`config.mk`:
```
export PLATFORM = sky130hd
export DESIGN_NAME = alu_muldiv_flat
export DESIGN_NICKNAME = d
export VERILOG_FILES = /design/src/rtl/alu_muldiv_if.sv /design/src/rtl/alu_muldiv.sv /design/src/flat_wrapper.sv
export SDC_FILE = /design/constraint.sdc
export NUM_CORES = 1
export LEC_CHECK = 0
export CORE_UTILIZATION = 40
export DETAILED_ROUTE_END_ITERATION = 12
export GPL_TIMING_DRIVEN = 1
export PLACE_DENSITY = 0.66
export REMOVE_ABC_BUFFERS = 1
export SETUP_SLACK_MARGIN = 0.05
export SKIP_LAST_GASP = 1
export SLEW_MARGIN = 20
export SYNTH_ARGS = -nofsm -noshare
export SYNTH_HDL_FRONTEND = slang
export SYNTH_SLANG_ARGS = --single-unit
export TNS_END_PERCENT = 20
```
`constraint.sdc`:
```
create_clock -name clk -period 4.1 [get_ports clk]
set_input_delay 1.025 -clock clk [delete_from_list [all_inputs] [get_ports clk]]
set_output_delay 1.025 -clock clk [all_outputs]
set_load 0.05 [all_outputs]
```
`src/rtl/alu_muldiv_if.sv`:
```
// Execute-stage request/response bundle for the iterative mul/div unit.
// The pipeline side is the master; the unit is the slave.
interface alu_muldiv_if #(
    parameter int WIDTH = 32
);
    logic             StartE;
    logic             FlushE;
    logic [2:0]       MulDivOpE;
    logic [WIDTH-1:0] Op1E;
    logic [WIDTH-1:0] Op2E;
    logic             ReadyE;
    logic             BusyE;
    logic             DoneE;
    logic [WIDTH-1:0] ResultE;
    logic [1:0]       MulDivFlags;

    modport master (
        output StartE, FlushE, MulDivOpE, Op1E, Op2E,
        input  ReadyE, BusyE, DoneE, ResultE, MulDivFlags
    );

    modport slave (
        input  StartE, FlushE, MulDivOpE, Op1E, Op2E,
        output ReadyE, BusyE, DoneE, ResultE, MulDivFlags
    );
endinterface

```
`src/rtl/alu_muldiv.sv`:
```
// Radix-2 iterative multiply/divide unit beside the execute-stage ALU.
// Fixed WIDTH+2 cycle latency for every op, start/done handshake.
module alu_muldiv #(
    parameter int WIDTH = 32
) (
    input  logic        clk,
    input  logic        reset,
    alu_muldiv_if.slave bus
);
    localparam int LATENCY     = WIDTH + 2;
    localparam int CALC_CYCLES = LATENCY - 2;
    localparam int CW          = $clog2(CALC_CYCLES);

    typedef enum logic [1:0] {
        IDLE,
        CALC,
        FIX,
        DONE
    } state_t;

    state_t state;
    state_t state_next;

    logic ready;
    logic busy;
    logic done;
    logic accept;

    logic [CW-1:0]      cnt;
    logic [2:0]         op_q;
    logic [WIDTH-1:0]   opd_q;
    logic [WIDTH-1:0]   a_raw_q;
    logic [WIDTH-1:0]   res_q;
    logic [1:0]         flags_q;
    logic [2*WIDTH-1:0] acc;
    logic               neg_q;
    logic               div0_q;

    logic             sgn_a;
    logic             sgn_b;
    logic             sa;
    logic             sb;
    logic             neg_in;
    logic [WIDTH-1:0] mag_a;
    logic [WIDTH-1:0] mag_b;

    logic [WIDTH:0]     mul_sum;
    logic [WIDTH:0]     div_part;
    logic               div_ge;
    logic [WIDTH-1:0]   div_rem;
    logic [2*WIDTH-1:0] acc_step;

    logic [2*WIDTH-1:0] prod_fix;
    logic [WIDTH-1:0]   quo_fix;
    logic [WIDTH-1:0]   rem_fix;
    logic [WIDTH-1:0]   fix_res;

    assign accept = bus.StartE && ready && !bus.FlushE;

    always_ff @(posedge clk) begin
        if (reset) begin
            state <= IDLE;
        end else begin
            state <= state_next;
        end
    end

    always_comb begin
        state_next = state;
        if (bus.FlushE) begin
            state_next = IDLE;
        end else begin
            unique case (state)
                IDLE: state_next = accept ? CALC : IDLE;
                CALC: state_next = (cnt == '0) ? FIX : CALC;
                FIX:  state_next = DONE;
                DONE: state_next = accept ? CALC : IDLE;
                default: state_next = IDLE;
            endcase
        end
    end

    always_comb begin
        ready = 1'b0;
        busy  = 1'b0;
        done  = 1'b0;
        unique case (state)
            IDLE: ready = 1'b1;
            CALC: busy  = 1'b1;
            FIX:  busy  = 1'b1;
            DONE: begin
                ready = 1'b1;
                done  = 1'b1;
            end
            default: ;
        endcase
    end

    // Signed operands are reduced to magnitudes; the most-negative value
    // maps onto 2^(WIDTH-1), which is still exact as an unsigned number.
    always_comb begin
        sgn_a = 1'b0;
        sgn_b = 1'b0;
        unique case (bus.MulDivOpE)
            3'b001, 3'b100, 3'b110: begin
                sgn_a = 1'b1;
                sgn_b = 1'b1;
            end
            3'b010:  sgn_a = 1'b1;
            default: ;
        endcase
        sa     = sgn_a & bus.Op1E[WIDTH-1];
        sb     = sgn_b & bus.Op2E[WIDTH-1];
        mag_a  = sa ? -bus.Op1E : bus.Op1E;
        mag_b  = sb ? -bus.Op2E : bus.Op2E;
        neg_in = (bus.MulDivOpE[2] & bus.MulDivOpE[1]) ? sa : (sa ^ sb);
    end

    // acc holds {partial product, multiplier} or {remainder, quotient}.
    always_comb begin
        mul_sum  = {1'b0, acc[2*WIDTH-1:WIDTH]}
                 + (acc[0] ? {1'b0, opd_q} : '0);
        div_part = acc[2*WIDTH-1:WIDTH-1];
        div_ge   = div_part >= {1'b0, opd_q};
        div_rem  = div_ge ? WIDTH'(div_part - {1'b0, opd_q})
                          : div_part[WIDTH-1:0];
        acc_step = op_q[2] ? {div_rem, acc[WIDTH-2:0], div_ge}
                           : {mul_sum, acc[WIDTH-1:1]};
    end

    always_comb begin
        prod_fix = neg_q ? -acc : acc;
        quo_fix  = neg_q ? -acc[WIDTH-1:0] : acc[WIDTH-1:0];
        rem_fix  = neg_q ? -acc[2*WIDTH-1:WIDTH] : acc[2*WIDTH-1:WIDTH];
        fix_res  = '0;
        unique case (1'b1)
            op_q == 3'b000:
                fix_res = prod_fix[WIDTH-1:0];
            !op_q[2] && op_q[1:0] != 2'b00:
                fix_res = prod_fix[2*WIDTH-1:WIDTH];
            op_q[2] && !op_q[1]:
                fix_res = div0_q ? '1 : quo_fix;
            op_q[2] && op_q[1]:
                fix_res = div0_q ? a_raw_q : rem_fix;
            default: fix_res = '0;
        endcase
    end

    always_ff @(posedge clk) begin
        if (reset) begin
            cnt     <= '0;
            op_q    <= '0;
            opd_q   <= '0;
            a_raw_q <= '0;
            acc     <= '0;
            neg_q   <= 1'b0;
            div0_q  <= 1'b0;
            res_q   <= '0;
            flags_q <= '0;
        end else begin
            if (accept) begin
                cnt     <= CW'(CALC_CYCLES - 1);
                op_q    <= bus.MulDivOpE;
                a_raw_q <= bus.Op1E;
                neg_q   <= neg_in;
                div0_q  <= (bus.Op2E == '0);
                opd_q   <= bus.MulDivOpE[2] ? mag_b : mag_a;
                acc     <= {{WIDTH{1'b0}},
                            (bus.MulDivOpE[2] ? mag_a : mag_b)};
            end else if (state == CALC) begin
                acc <= acc_step;
                if (cnt != '0) begin
                    cnt <= cnt - 1'b1;
                end
            end
            if (state == FIX && !bus.FlushE) begin
                res_q   <= fix_res;
                flags_q <= {fix_res[WIDTH-1], fix_res == '0};
            end
        end
    end

    assign bus.ReadyE      = ready;
    assign bus.BusyE       = busy;
    assign bus.DoneE       = done;
    assign bus.ResultE     = res_q;
    assign bus.MulDivFlags = flags_q;
endmodule

```
`src/flat_wrapper.sv`:
```
// flat-port wrapper written by rule: the top's interface ports become plain ports
module alu_muldiv_flat 
#(
    parameter int WIDTH = 32
)
  (clk, reset, bus_StartE, bus_FlushE, bus_MulDivOpE, bus_Op1E, bus_Op2E, bus_ReadyE, bus_BusyE, bus_DoneE, bus_ResultE, bus_MulDivFlags);
  alu_muldiv_if #(.WIDTH(WIDTH)) bus_i ();
  input  logic clk;
  input  logic reset;
  input wire logic [$bits(bus_i.StartE)-1:0] bus_StartE;
  input wire logic [$bits(bus_i.FlushE)-1:0] bus_FlushE;
  input wire logic [$bits(bus_i.MulDivOpE)-1:0] bus_MulDivOpE;
  input wire logic [$bits(bus_i.Op1E)-1:0] bus_Op1E;
  input wire logic [$bits(bus_i.Op2E)-1:0] bus_Op2E;
  output wire logic [$bits(bus_i.ReadyE)-1:0] bus_ReadyE;
  output wire logic [$bits(bus_i.BusyE)-1:0] bus_BusyE;
  output wire logic [$bits(bus_i.DoneE)-1:0] bus_DoneE;
  output wire logic [$bits(bus_i.ResultE)-1:0] bus_ResultE;
  output wire logic [$bits(bus_i.MulDivFlags)-1:0] bus_MulDivFlags;
  assign bus_i.StartE = bus_StartE;
  assign bus_i.FlushE = bus_FlushE;
  assign bus_i.MulDivOpE = bus_MulDivOpE;
  assign bus_i.Op1E = bus_Op1E;
  assign bus_i.Op2E = bus_Op2E;
  assign bus_ReadyE = bus_i.ReadyE;
  assign bus_BusyE = bus_i.BusyE;
  assign bus_DoneE = bus_i.DoneE;
  assign bus_ResultE = bus_i.ResultE;
  assign bus_MulDivFlags = bus_i.MulDivFlags;
  alu_muldiv #(.WIDTH(WIDTH)) u_core (.clk(clk), .reset(reset), .bus(bus_i));
endmodule
```
* Word level (Yosys, flattened, before mapping)
Index checks and enable logic that the tools add are counted. Widths: inputs -> output; s select.
Cells by class: reduce and logical (&&, ||, !) cells 25, divide/modulo/power cells 0, multiply operators 0, shift operators 0, bitwise logic cells 4, add/subtract/negate cells 8, mux-type cells 27, magnitude comparators 1, equality and inequality tests 7
Operator list (number):
- $mux 32 | 12
- $mux 64 | 2
- $neg 32->32 | 4
- $pmux 32 s4 | 1
- $logic_not 32->1 | 2
- $neg 64->64 | 1
- $add 32x32->33 | 1
- $ge 33x32->1 | 1
- $sub 32x32->32 | 1
- $mux 5 | 3
- $reduce_or 2->1 | 4
- $mux 1 | 7
- $eq 3x3->1 const B | 2
- $logic_and 1x1->1 | 6
- $pmux 2 s3 | 1
- $reduce_bool 2->1 | 3
- $logic_not 5->1 | 1
- $reduce_bool 5->1 | 1
- $sub 5x1->5 const B | 1
- $eq 2x2->1 const B | 2
- $reduce_or 4->1 | 1
- $and 1x1->1 | 3
- $eq 3x1->1 const B | 1
- $eq 3x2->1 const B | 1
- other kinds (8) | 10
Word-level totals: latch bits 0, ROM bits 0, output and inout port bits 37, input bits 71, word-level logic and storage cells 83, memories kept 0, memory bits (writable) 0, flip-flop bits (word level) 174

* Logic depth before layout (Yosys ltp)
Gate-level depths: netlist (run 1).
word-level depth 7, gate-level depth with buffers 14, mapped depth without buffers 12

* Least setup slack after synthesis (run 1)
No wires, ideal clock.
kind reg2reg, from reg u_core.acc[32], to reg u_core.flags_q[0] (netlist: u_core.bus.MulDivFlags[0]), setup slack 0.452 ns, data required time 4.041 ns, stages on the path, launching flop included 13, buffers on the path 1, clock period less this slack 3.648 ns, library setup time 0.059 ns, data arrival time 3.588 ns, cell sequence dfxtp_1 > clkbuf_1 > inv_1 > ha_1 > nor3b_1 > nand4_1 > or4_1 > nor2_1 > mux2i_1 > a21oi_1 > or3_1 > nor4_1 > a41o_1
On the way: word-level cells in the longest chain between the ends 5, elaborated cells on any way between the ends 7, those cells by class add/sub: 2; mux: 4; reduce/logical: 1
RTL lines:
- start, declared | RTL line alu_muldiv.sv:35 | logic [2*WIDTH-1:0] acc;
- start signal, assigned | RTL line alu_muldiv.sv:168 | acc <= {{WIDTH{1'b0}},
- start signal, assigned | RTL line alu_muldiv.sv:171 | acc <= acc_step;
- $neg 32->32 | RTL line alu_muldiv.sv:134 | rem_fix = neg_q ? -acc[2*WIDTH-1:WIDTH] : acc[2*WIDTH-1:WIDTH];
- $mux 32 | RTL line alu_muldiv.sv:134
- $mux 32 | RTL line alu_muldiv.sv:144 | fix_res = div0_q ? a_raw_q : rem_fix;
- $pmux 32 s4 * | RTL line alu_muldiv.sv:136 | unique case (1'b1)
- $logic_not 32->1 * | RTL line alu_muldiv.sv:178 | flags_q <= {fix_res[WIDTH-1], fix_res == '0};
- end signal, assigned | RTL line alu_muldiv.sv:178
- end, declared | RTL line alu_muldiv.sv:34 | logic [1:0] flags_q;
Mark *: on every way between the ends. The rest lies on a longest branch, timed or not. A chain may end at the register's enable or synchronous reset.

* Worst setup path in the final report (run 1)
from reg u_core.acc[21], to reg u_core.flags_q[0] (netlist: u_core.bus.MulDivFlags[0])
On the way: word-level cells in the longest chain between the ends 5, elaborated cells on any way between the ends 7, those cells by class add/sub: 2; mux: 4; reduce/logical: 1
RTL lines:
- $neg 32->32 | RTL line alu_muldiv.sv:133 | quo_fix = neg_q ? -acc[WIDTH-1:0] : acc[WIDTH-1:0];
- $mux 32 | RTL line alu_muldiv.sv:133
- $mux 32 | RTL line alu_muldiv.sv:142 | fix_res = div0_q ? '1 : quo_fix;
- $pmux 32 s4 * | RTL line alu_muldiv.sv:136
- $logic_not 32->1 * | RTL line alu_muldiv.sv:178
Marks and branches as above.

==> results.tsv, run 1 <==
stage	metric	value	unit
clocking	Num Clock Sinks	173	
placed_design	GPL Wtd Cong	1.011	
power	Internal	0.003381	W
layout	share of cells above drive strength 1	10.05	%
power	Switching Share	40.68	%
power	Switch Pwr	0.002319	W
floorplan	Core Rows	73	
sta	FMAX	0.2638	GHz
critical_path	Arr. time, crit path	4.22	ns
sta	RSZ-0062 raised after global routing	no	
critical_path	data required time of the worst path	4.53	ns
logic_synthesis	register area share after synthesis	21.05	%
clocking	Worst-Skew Late Latency	0.49	ns
floorplan	chip height	204.8	µm
sta	Tightest Pin Transition	1.060	ns
grt	Remaining Overflow, GRT	0	
clocking	CTS buffer count	17	
route	wire per inst	23.92	µm
floorplan	Die X	204.8	µm
floorplan	Initial Utilization	40.93	%
sta	period utilization	92.44	%
sta	Final min period	3.790	ns
logic_synthesis	Syn Area/Cell	6.982	µm²
clocking	H-tree levels	4	
clocking	CTS tree	done	
clocking	CTS root buffer	clkbuf_16	
critical_path	Worst Setup SP	u_core.acc[21]	
outcome	outcome	completed	
critical_path	critical path class	flip-flop to flip-flop	
critical_path	crit end category	flip-flop	
placed_design	Port-buffer cells	107	
layout	Post-Layout Cell Count	2994	
clocking	post-CTS setup buffers	0	
route	Pre-antenna DRT Iters	7	
placed_design	Place WS	0.08122	ns
logic_synthesis	Mapped Cells	2356	
placed_design	Cells after DPL	2961	
power	Flop pwr share	32.4	%
route	drt total wl	71610	µm
layout	fill count	4111	
logic_synthesis	synthesized area	16450	µm²
layout	area grow syn2layout	17.49	%
route	DRT antenna net count	0	
route	number of DRC markers in iteration 0	2112	
critical_path	crit start category	flip-flop	
logic_synthesis	Seq cells post-synth	173	
sta	Final Hold Fails	0	
logic_synthesis	prevailing post-synth register cell	dfxtp_1	
logic_synthesis	Async SR Flop Fraction	0	%
power	leakage	7.505	nW
route	Via density	6.320	
route	via count	18922	
clocking	PostCTS Resize Cnt	0	
sta	final max-slew violation count	0	
sta	count of final setup violators	0	
critical_path	crit-path max FO	8	
clocking	Hold-fix buffers, CTS	0	
layout	nets	2600	
clocking	Reg clk slew, reported paths	0.08	ns
critical_path	r2r startpoint	u_core.acc[21]	
placed_design	hpwl dp	55450	µm
logic_synthesis	EDFF count, synth	0	
layout	most frequent cells in the layout	nand2_1 (267), nor2_1 (258), a21oi_1 (238)	
route	# DRC	0	
grt	largest net degree at the start of global routing	88	
clocking	Max clock buf depth	2	
run	max_cap viols	0	
logic_synthesis	Yosys warning total	0	
sta	Max-slew headroom	28.69	%
power	Clk pwr share	29.4	%
sta	final worst slack	0.3098	ns
power	Comb power frac	38.2	%
layout	most common cell after layout, fill and taps aside	nand2_1	
grt	vias in the first global route	17401	
sta	final setup skew	0.01559	ns
grt	GRT Util Overall	33.96	%
hold_path	Hold Crit Class	flip-flop to flip-flop	
floorplan	core area	40190	µm²
floorplan	die area	41940	µm²
floorplan	num ports	108	
power	maximum VDD drop	0.2663	mV
logic_synthesis	Distinct cells, synth	83	
hold_path	hold path start	u_core.opd_q[20]	
power	P per Cell Area	294.9	nW/µm²
grt	initial antenna violation count	0	
grt	first-pass GRT wire length	107000	µm
worst paths after layout:
kind / endpoint / slack, ns / cells past startpoint
max: u_core.bus.MulDivFlags[0] / 0.31 / 11
min: u_core.opd_q[20] / 0.46 / 2
max reg2reg: u_core.bus.MulDivFlags[0] / 0.31 / 11
min reg2reg: u_core.opd_q[20] / 0.46 / 2
critical path: stages, from the launching register on:
cell      delay, ns
dfxtp_1        0.40
nor3_1         0.50
and4_1         0.41
buf_4          0.19
nand3_1        0.28
o21ai_0        0.24
o311ai_0       0.29
nor4_1         0.54
nand4_1        0.21
nor4_1         0.36
buf_4          0.17
a41o_1         0.14
routing by layer:
layer,global-route usage [%],up-vias,wire (µm)
met5,0,-,0
met4,15.96,0,3473
met3,6.554,170,6459
met2,50.04,987,30030
met1,47.10,8946,31640
li1,-,8819,-
registers in the layout, indices dropped and copies added, names as in the netlist:
name / cells
u_core.acc: 64
u_core.div0_q: 1
u_core.cnt: 5
u_core.bus.ResultE: 31
u_core.opd_q: 32
u_core.op_q: 3
u_core.neg_q: 1
u_core.state: 2
u_core.a_raw_q: 32
u_core.bus.MulDivFlags: 2
power by group through the flow:
| stage | Sequential [W] | Combinational (W) | Clock (W) |
|---|---|---|---|
| floorplan | 0.00189 | 0.00123 | 0 |
| finish | 0.00185 | 0.00218 | 0.00168 |
| detailed placement | 0.00188 | 0.00211 | 0 |
| global route | 0.00185 | 0.00232 | 0.00177 |
| global placement | 0.00188 | 0.00211 | 0 |
| CTS | 0.00184 | 0.00212 | 0.00171 |
Yosys cell counts (all sizes together) (9+ instances only):
master   number  share of area, %
xor2         73               3.9
dfxtp       173                21
or2          11              0.42
o31ai        40               1.8
mux2         13              0.89
nand4        37               1.5
o41ai        21               1.2
nand2b       19              0.72
or3          17              0.68
and2         12              0.46
inv          75               1.7
a21o         23               1.0
ha           72               5.5
a21oi       238               7.2
a22oi         9              0.41
nand2       267               6.1
mux2i        53               3.2
a2111oi       9              0.48
nor3         62               2.0
nand3        43               1.3
nor4         44               1.7
nor2        259               5.9
buf          24              0.75
o211ai       64               2.9
a31oi        26              0.99
o221ai       10              0.53
xnor2        78               4.2
o2111ai      10              0.53
and3         12              0.46
clkbuf      164               3.8
o21a         21              0.96
a211oi       53               2.4
nor2b        20              0.76
o22ai        10              0.38
o21ai       154               4.7
or4          16              0.75
final cells by class:
cell class	count	area, µm²	area share (%)
multi-input combinational	1917	11990	62.05
sequential	173	3468	17.95
timing repair buffer	268	2335	12.08
tap	525	656.9	3.399
clock buffer	17	425.4	2.201
inverter	78	292.8	1.515
clock inverter	15	153.9	0.7963
antenna	1	2.502	0.01295
cell families after synthesis:
kind of cell	Yosys count	share of synthesized area, %
compound gates	774	30.33
buf+inv	266	6.290
fa+ha+maj	74	5.720
mux	66	4.115
xor+xnor	151	8.040
simple gates	852	24.45
flops	173	21.05
stage by stage:
stage          power (W)  util, %  instance area [µm²]  hold slack [ns]  TNS, ns
6_report        0.005700    48.09                19330           0.4553        0
5_1_grt         0.005946    48.09                19320           0.4759        0
2_1_floorplan   0.003114        -                15710           0.4252   -40.40
3_3_place_gp    0.003985    46.61                18730           0.4425        0
3_5_place_dp    0.003992    46.64                18750           0.4470        0
4_1_cts         0.005674    48.09                19320           0.4587        0
Note: power is estimated with default switching activity, not from simulation.
==> run 2, diff against run 1 <==
MAX_ROUTING_LAYER = met4   (was not set)
==> run 2 against run 1 <==
Non-clock buffer count fell by 1. Maximum frequency fell by 0.60%. Setup slack got worse by 0.023 ns. Clock power rose by 2%. Register-to-register slack got worse by 0.02 ns. Critical endpoint unchanged. Highest routed layer unchanged.
==> results.tsv, run 2 (synthesis results as in run 1) <==
stage	metric	value	unit
outcome	outcome	completed	
placed_design	Placed Area	18710	µm²
route	DRT antenna net count	0	
critical_path	crit-path max FO	5	
layout	share of cells above drive strength 1	10.05	%
sta	Final min period	3.813	ns
grt	initial antenna violation count	1	
clocking	CTS root buffer	clkbuf_16	
power	P per Cell Area	296.8	nW/µm²
sta	FMAX	0.2623	GHz
route	drt total wl	72590	µm
route	Via density	6.385	
clocking	H-tree levels	4	
clocking	Max clock buf depth	2	
layout	fin util	48.06	%
sta	Max-slew headroom	34.39	%
clocking	Hold-fix buffers, CTS	0	
floorplan	Die X	204.8	µm
grt	vias in the first global route	17520	
grt	first-pass GRT wire length	108300	µm
layout	Ant. Diodes	0	
sta	count of final setup violators	0	
critical_path	r2r setup slk	0.29	ns
placed_design	Port-buffer cells	107	
power	leakage	7.498	nW
clocking	Num Clock Sinks	173	
clocking	Worst-Skew Late Latency	0.48	ns
clocking	Reg clk slew, reported paths	0.08	ns
placed_design	GPL Wtd Cong	1.051	
route	via count	19103	
floorplan	num ports	108	
sta	Final Hold Fails	0	
floorplan	chip height	204.8	µm
route	number of DRC markers in iteration 0	2140	
critical_path	crit start category	flip-flop	
hold_path	Hold Crit Class	flip-flop to flip-flop	
route	Pre-antenna DRT Iters	5	
floorplan	die area	41940	µm²
layout	Largest regs	u_core.acc: 64 flops, u_core.a_raw_q: 32 flops, u_core.opd_q: 32 flops	
sta	period utilization	93.00	%
power	Pwr Total	0.005733	W
sta	Tightest Pin Transition	0.9719	ns
route	wire per inst	24.26	µm
sta	Fin Hold WS	0.4577	ns
critical_path	data required time of the worst path	4.52	ns
layout	most frequent cells in the layout	nand2_1 (267), nor2_1 (258), a21oi_1 (238)	
grt	GRT Util Overall	35.30	%
grt	largest net degree at the start of global routing	85	
layout	fill count	4098	
clocking	CTS buffer count	17	
layout	max FFs per register	64	
floorplan	core area	40190	µm²
route	# DRC	0	
layout	most common cell after layout, fill and taps aside	nand2_1	
floorplan	Core Rows	73	
grt	Remaining Overflow, GRT	0	
critical_path	crit end category	flip-flop	
clocking	CTS tree	done	
sta	final max-slew violation count	0	
layout	nets	2599	
floorplan	Initial Utilization	40.93	%
sta	RSZ-0062 raised after global routing	no	
power	maximum VDD drop	0.2825	mV
run	max_cap viols	0	
layout	final instance area	19310	µm²
critical_path	Arr. time, crit path	4.23	ns
layout	most flop-heavy register	u_core.acc	
critical_path	critical path class	flip-flop to flip-flop	
sta	final setup skew	0.01932	ns
layout	area grow syn2layout	17.41	%
placed_design	hpwl dp	55710	µm
## run 2: cell type report
cell class	instances	area, µm²	share of cell area [%]
clock buffer	18	429.2	2.222
clock inverter	14	158.9	0.8228
inverter	78	292.8	1.516
multi-input combinational	1917	12010	62.16
sequential	173	3468	17.96
tap	525	656.9	3.401
timing repair buffer	267	2302	11.92
## run 2: report_power, final
part           internal, W  leakage, nW  switching, W
clock network     0.000911        0.282      0.000804
logic             0.000800         5.81       0.00138
registers          0.00176         1.41     0.0000842
total              0.00347         7.50       0.00227
## run 2: stage by stage
step	worst slack, ns	instances	setup TNS [ns]
2_1_floorplan	-1.728	2168	-40.40
3_3_place_gp	0.04327	2959	0
3_5_place_dp	0.01107	2959	0
4_1_cts	0.1503	2991	0
5_1_grt	0.1006	2992	0
6_report	0.2871	2992	0
## run 2: final timing paths
check                     startpoint                   endpoint  depth (start not counted)
setup / recovery       u_core.acc[2]  u_core.bus.MulDivFlags[0]                         11
hold / removal    u_core.a_raw_q[13]         u_core.a_raw_q[13]                          2
setup reg to reg       u_core.acc[2]  u_core.bus.MulDivFlags[0]                         11
hold reg to reg   u_core.a_raw_q[13]         u_core.a_raw_q[13]                          2
## run 2: layer usage
layer	vias to the layer above	wire length (µm)	global-route usage, %	share of wire, %
met4	0	3200	14.02	4.4
met5	-	0	-	0
met3	168	6858	6.316	9.4
met2	999	30380	51.04	42
li1	8828	-	-	-
met1	9108	32150	48.10	44
## run 2: worst max-delay path: stages, from the launching register on
cell and delay (ns):
dfxtp_1 0.32, or4_1 0.59, or4_1 0.56, buf_4 0.20
o21ai_0 0.15, buf_4 0.19, o21ai_0 0.16, a2111oi_1 0.59
nand4_1 0.23, nor4_1 0.44, buf_4 0.18, a41o_1 0.13
## run 2: repair_timing
action,4_1_cts,5_1_grt
setup endpoints to repair,0,1
buffers inserted,0,1
resized for setup,0,3
==> patch: new RTL, config.mk and constraints of run 1 <==
Reset style: asynchronous (`reset`), changed in 2 clocked blocks.
--- a/src/rtl/alu_muldiv.sv
+++ b/src/rtl/alu_muldiv.sv
@@ -57,7 +57,7 @@
 
     assign accept = bus.StartE && ready && !bus.FlushE;
 
-    always_ff @(posedge clk) begin
+    always_ff @(posedge clk or posedge reset) begin
         if (reset) begin
             state <= IDLE;
         end else begin
@@ -146,7 +146,7 @@
         endcase
     end
 
-    always_ff @(posedge clk) begin
+    always_ff @(posedge clk or posedge reset) begin
         if (reset) begin
             cnt     <= '0;
             op_q    <= '0;
Formal check against the unedited RTL: differs if reset is asserted again (counterexample within 4 cycles, from zero or initial values and one cycle with reset high); with reset held inactive, the same outputs for 10 cycles.
==> patch against run 1 <==
Worst hold slack gained 0.024 ns; setup slack got worse by 0.23 ns; utilization shrank 0.78 points; sequential cell count unchanged; maximum frequency decreased by 5.6%; die area increased by 0.21%; synthesized cell count shrank 5.7%; critical path depth rose by 4; routed wire length decreased by 10%; synthesized area rose by 0.21%; design area is 0.27% lower; critical endpoint is now u_core.acc[62].
Power is left out: it rests on default switching activity, and per cell area and clock period it moved more than threefold.
==> patch: results <==
[outcome]
status = "finished, final reports clean"

[global_routing]
grt_max_degree = 98
grt_pass1_wl_mm = 97.6
grt_antenna_before_repair = 0
grt_usage_pct = 30.5
grt_pass1_vias = 16400

[setup_path]
critPathLaunch = "u_core.acc[31]"
r2r-start = "u_core.acc[31]"
critPathArrivalTime_ns = 4.38
cp_max_fo = 3

[placement]
dp.final_hpwl_mm = 49.4
placed_cells = 2830
pre_cts_ws_ns = 0.119
gp_congestion = 1.03
numPortBuffers = 107

[route]
routed.top_layer = "met4"
drt_iter0_markers = 1890
drtPass1Iterations = 6
routedLengthMet1_mm = 28.1
via_per_inst = 6.20
vias = 17700
wl_met2_mm = 28.7
drt-wirelength-per-cell_um = 22.4
wl_met3_mm = 4.91

[yosys]
seq_area_frac_synth_pct = 26.3
postSynthCellCount = 2221
synthArstFlopShare_pct = 100
yosys_warnings = 0
synth_area_leaders = "dfrtp_1 26%, o21ai_0 7.4%, nand2_1 6.4%, ha_1 5.5%, xnor2_1 5.3%"
synth_common_cells = "279 x nand2_1, 245 x o21ai_0, 191 x nor2_1"
yosysUniqueCellTypes = 82

[sta]
fin_skew_ns = 0.0148
tightest_slew_ns = 0.968

[layout]
drive_above_1_share_pct = 9.23
fin_nets = 2462

[clocking]
insertion_delay_ns = 0.49
cts-root-buf = "clkbuf_16"
clk_pin_slew_ns = 0.07
numCtsBuffers = 17

[hold_path]
min_path_type = "flip-flop to flip-flop"
min-delay-start = "u_core.bus.ResultE[2]"
==> patch: kinds of logic (layout without fill, tap and decap cells) <==
group                    Yosys count  count (layout)  synth area share [%]
AO/OA/AOI/OAI                    732             732                  27.6
AND/OR/NAND/NOR                  762             762                  21.9
adder cells (fa/ha/maj)           74              74                  5.71
XOR/XNOR                         162             162                  8.61
flip-flops                       173             173                  26.3
buffers and inverters            259             368                  6.25
other                              0               1                     0
multiplexers                      59              59                  3.68
==> patch: path summary, 6_finish.rpt <==
| kind | end | slack [ns] | depth (start not counted) |
|---|---|---|---|
| min | u_core.bus.ResultE[2] | 0.48 | 2 |
| max in group asynchronous | u_core.a_raw_q[9] | 2.30 | 3 |
| min in group asynchronous | u_core.opd_q[7] | 1.04 | 2 |
| max | u_core.acc[62] | 0.08 | 15 |
| min reg2reg | u_core.bus.ResultE[2] | 0.48 | 2 |
| max reg2reg | u_core.acc[62] | 0.08 | 15 |
==> patch: layout make-up <==
class / instances / area (µm²)
Fill cell: 4111 / 21500
Multi-Input combinational cell: 1789 / 11200
Sequential cell: 173 / 4330
Timing Repair Buffer: 244 / 2160
Tap cell: 532 / 666
Clock buffer: 18 / 429
Inverter: 92 / 350
Clock inverter: 14 / 183
Antenna cell: 1 / 2.50
==> patch: layer usage <==
metal / track usage [%] / vias up
met5: 0 / -
met4: 13.6 / 0
met3: 4.66 / 131
met2: 47.1 / 879
met1: 41.9 / 8513
li1: - / 8215
==> patch: per-stage QoR <==
| stage | hold WS [ns] | area (µm²) | utilization (%) |
|---|---|---|---|
| floorplan | 0.437 | 15800 | - |
| global placement | 0.466 | 18700 | 45.8 |
| detailed placement | 0.468 | 18700 | 45.8 |
| CTS | 0.486 | 19300 | 47.3 |
| global route | 0.502 | 19300 | 47.3 |
| finish | 0.479 | 19300 | 47.3 |
==> patch: critical path: stages, from the launching register on <==
cell and delay [ns]:
dfrtp_1 0.40, inv_1 0.24, ha_1 0.23, inv_1 0.06
fa_1 0.41, a21o_1 0.20, a31oi_1 0.25, a2bb2oi_1 0.16
buf_4 0.17, a221oi_1 0.51, o221ai_1 0.23, a21o_1 0.26
a31oi_1 0.18, xor2_1 0.23, o31ai_1 0.10, a221o_1 0.28
==> patch: what timing repair did <==
| item | CTS | global route |
|---|---|---|
| hold buffers | 0 | 0 |
| gates resized for setup | 0 | 4 |
| buffers inserted | 0 | 0 |
| endpoints found under the setup margin | 0 | 4 |
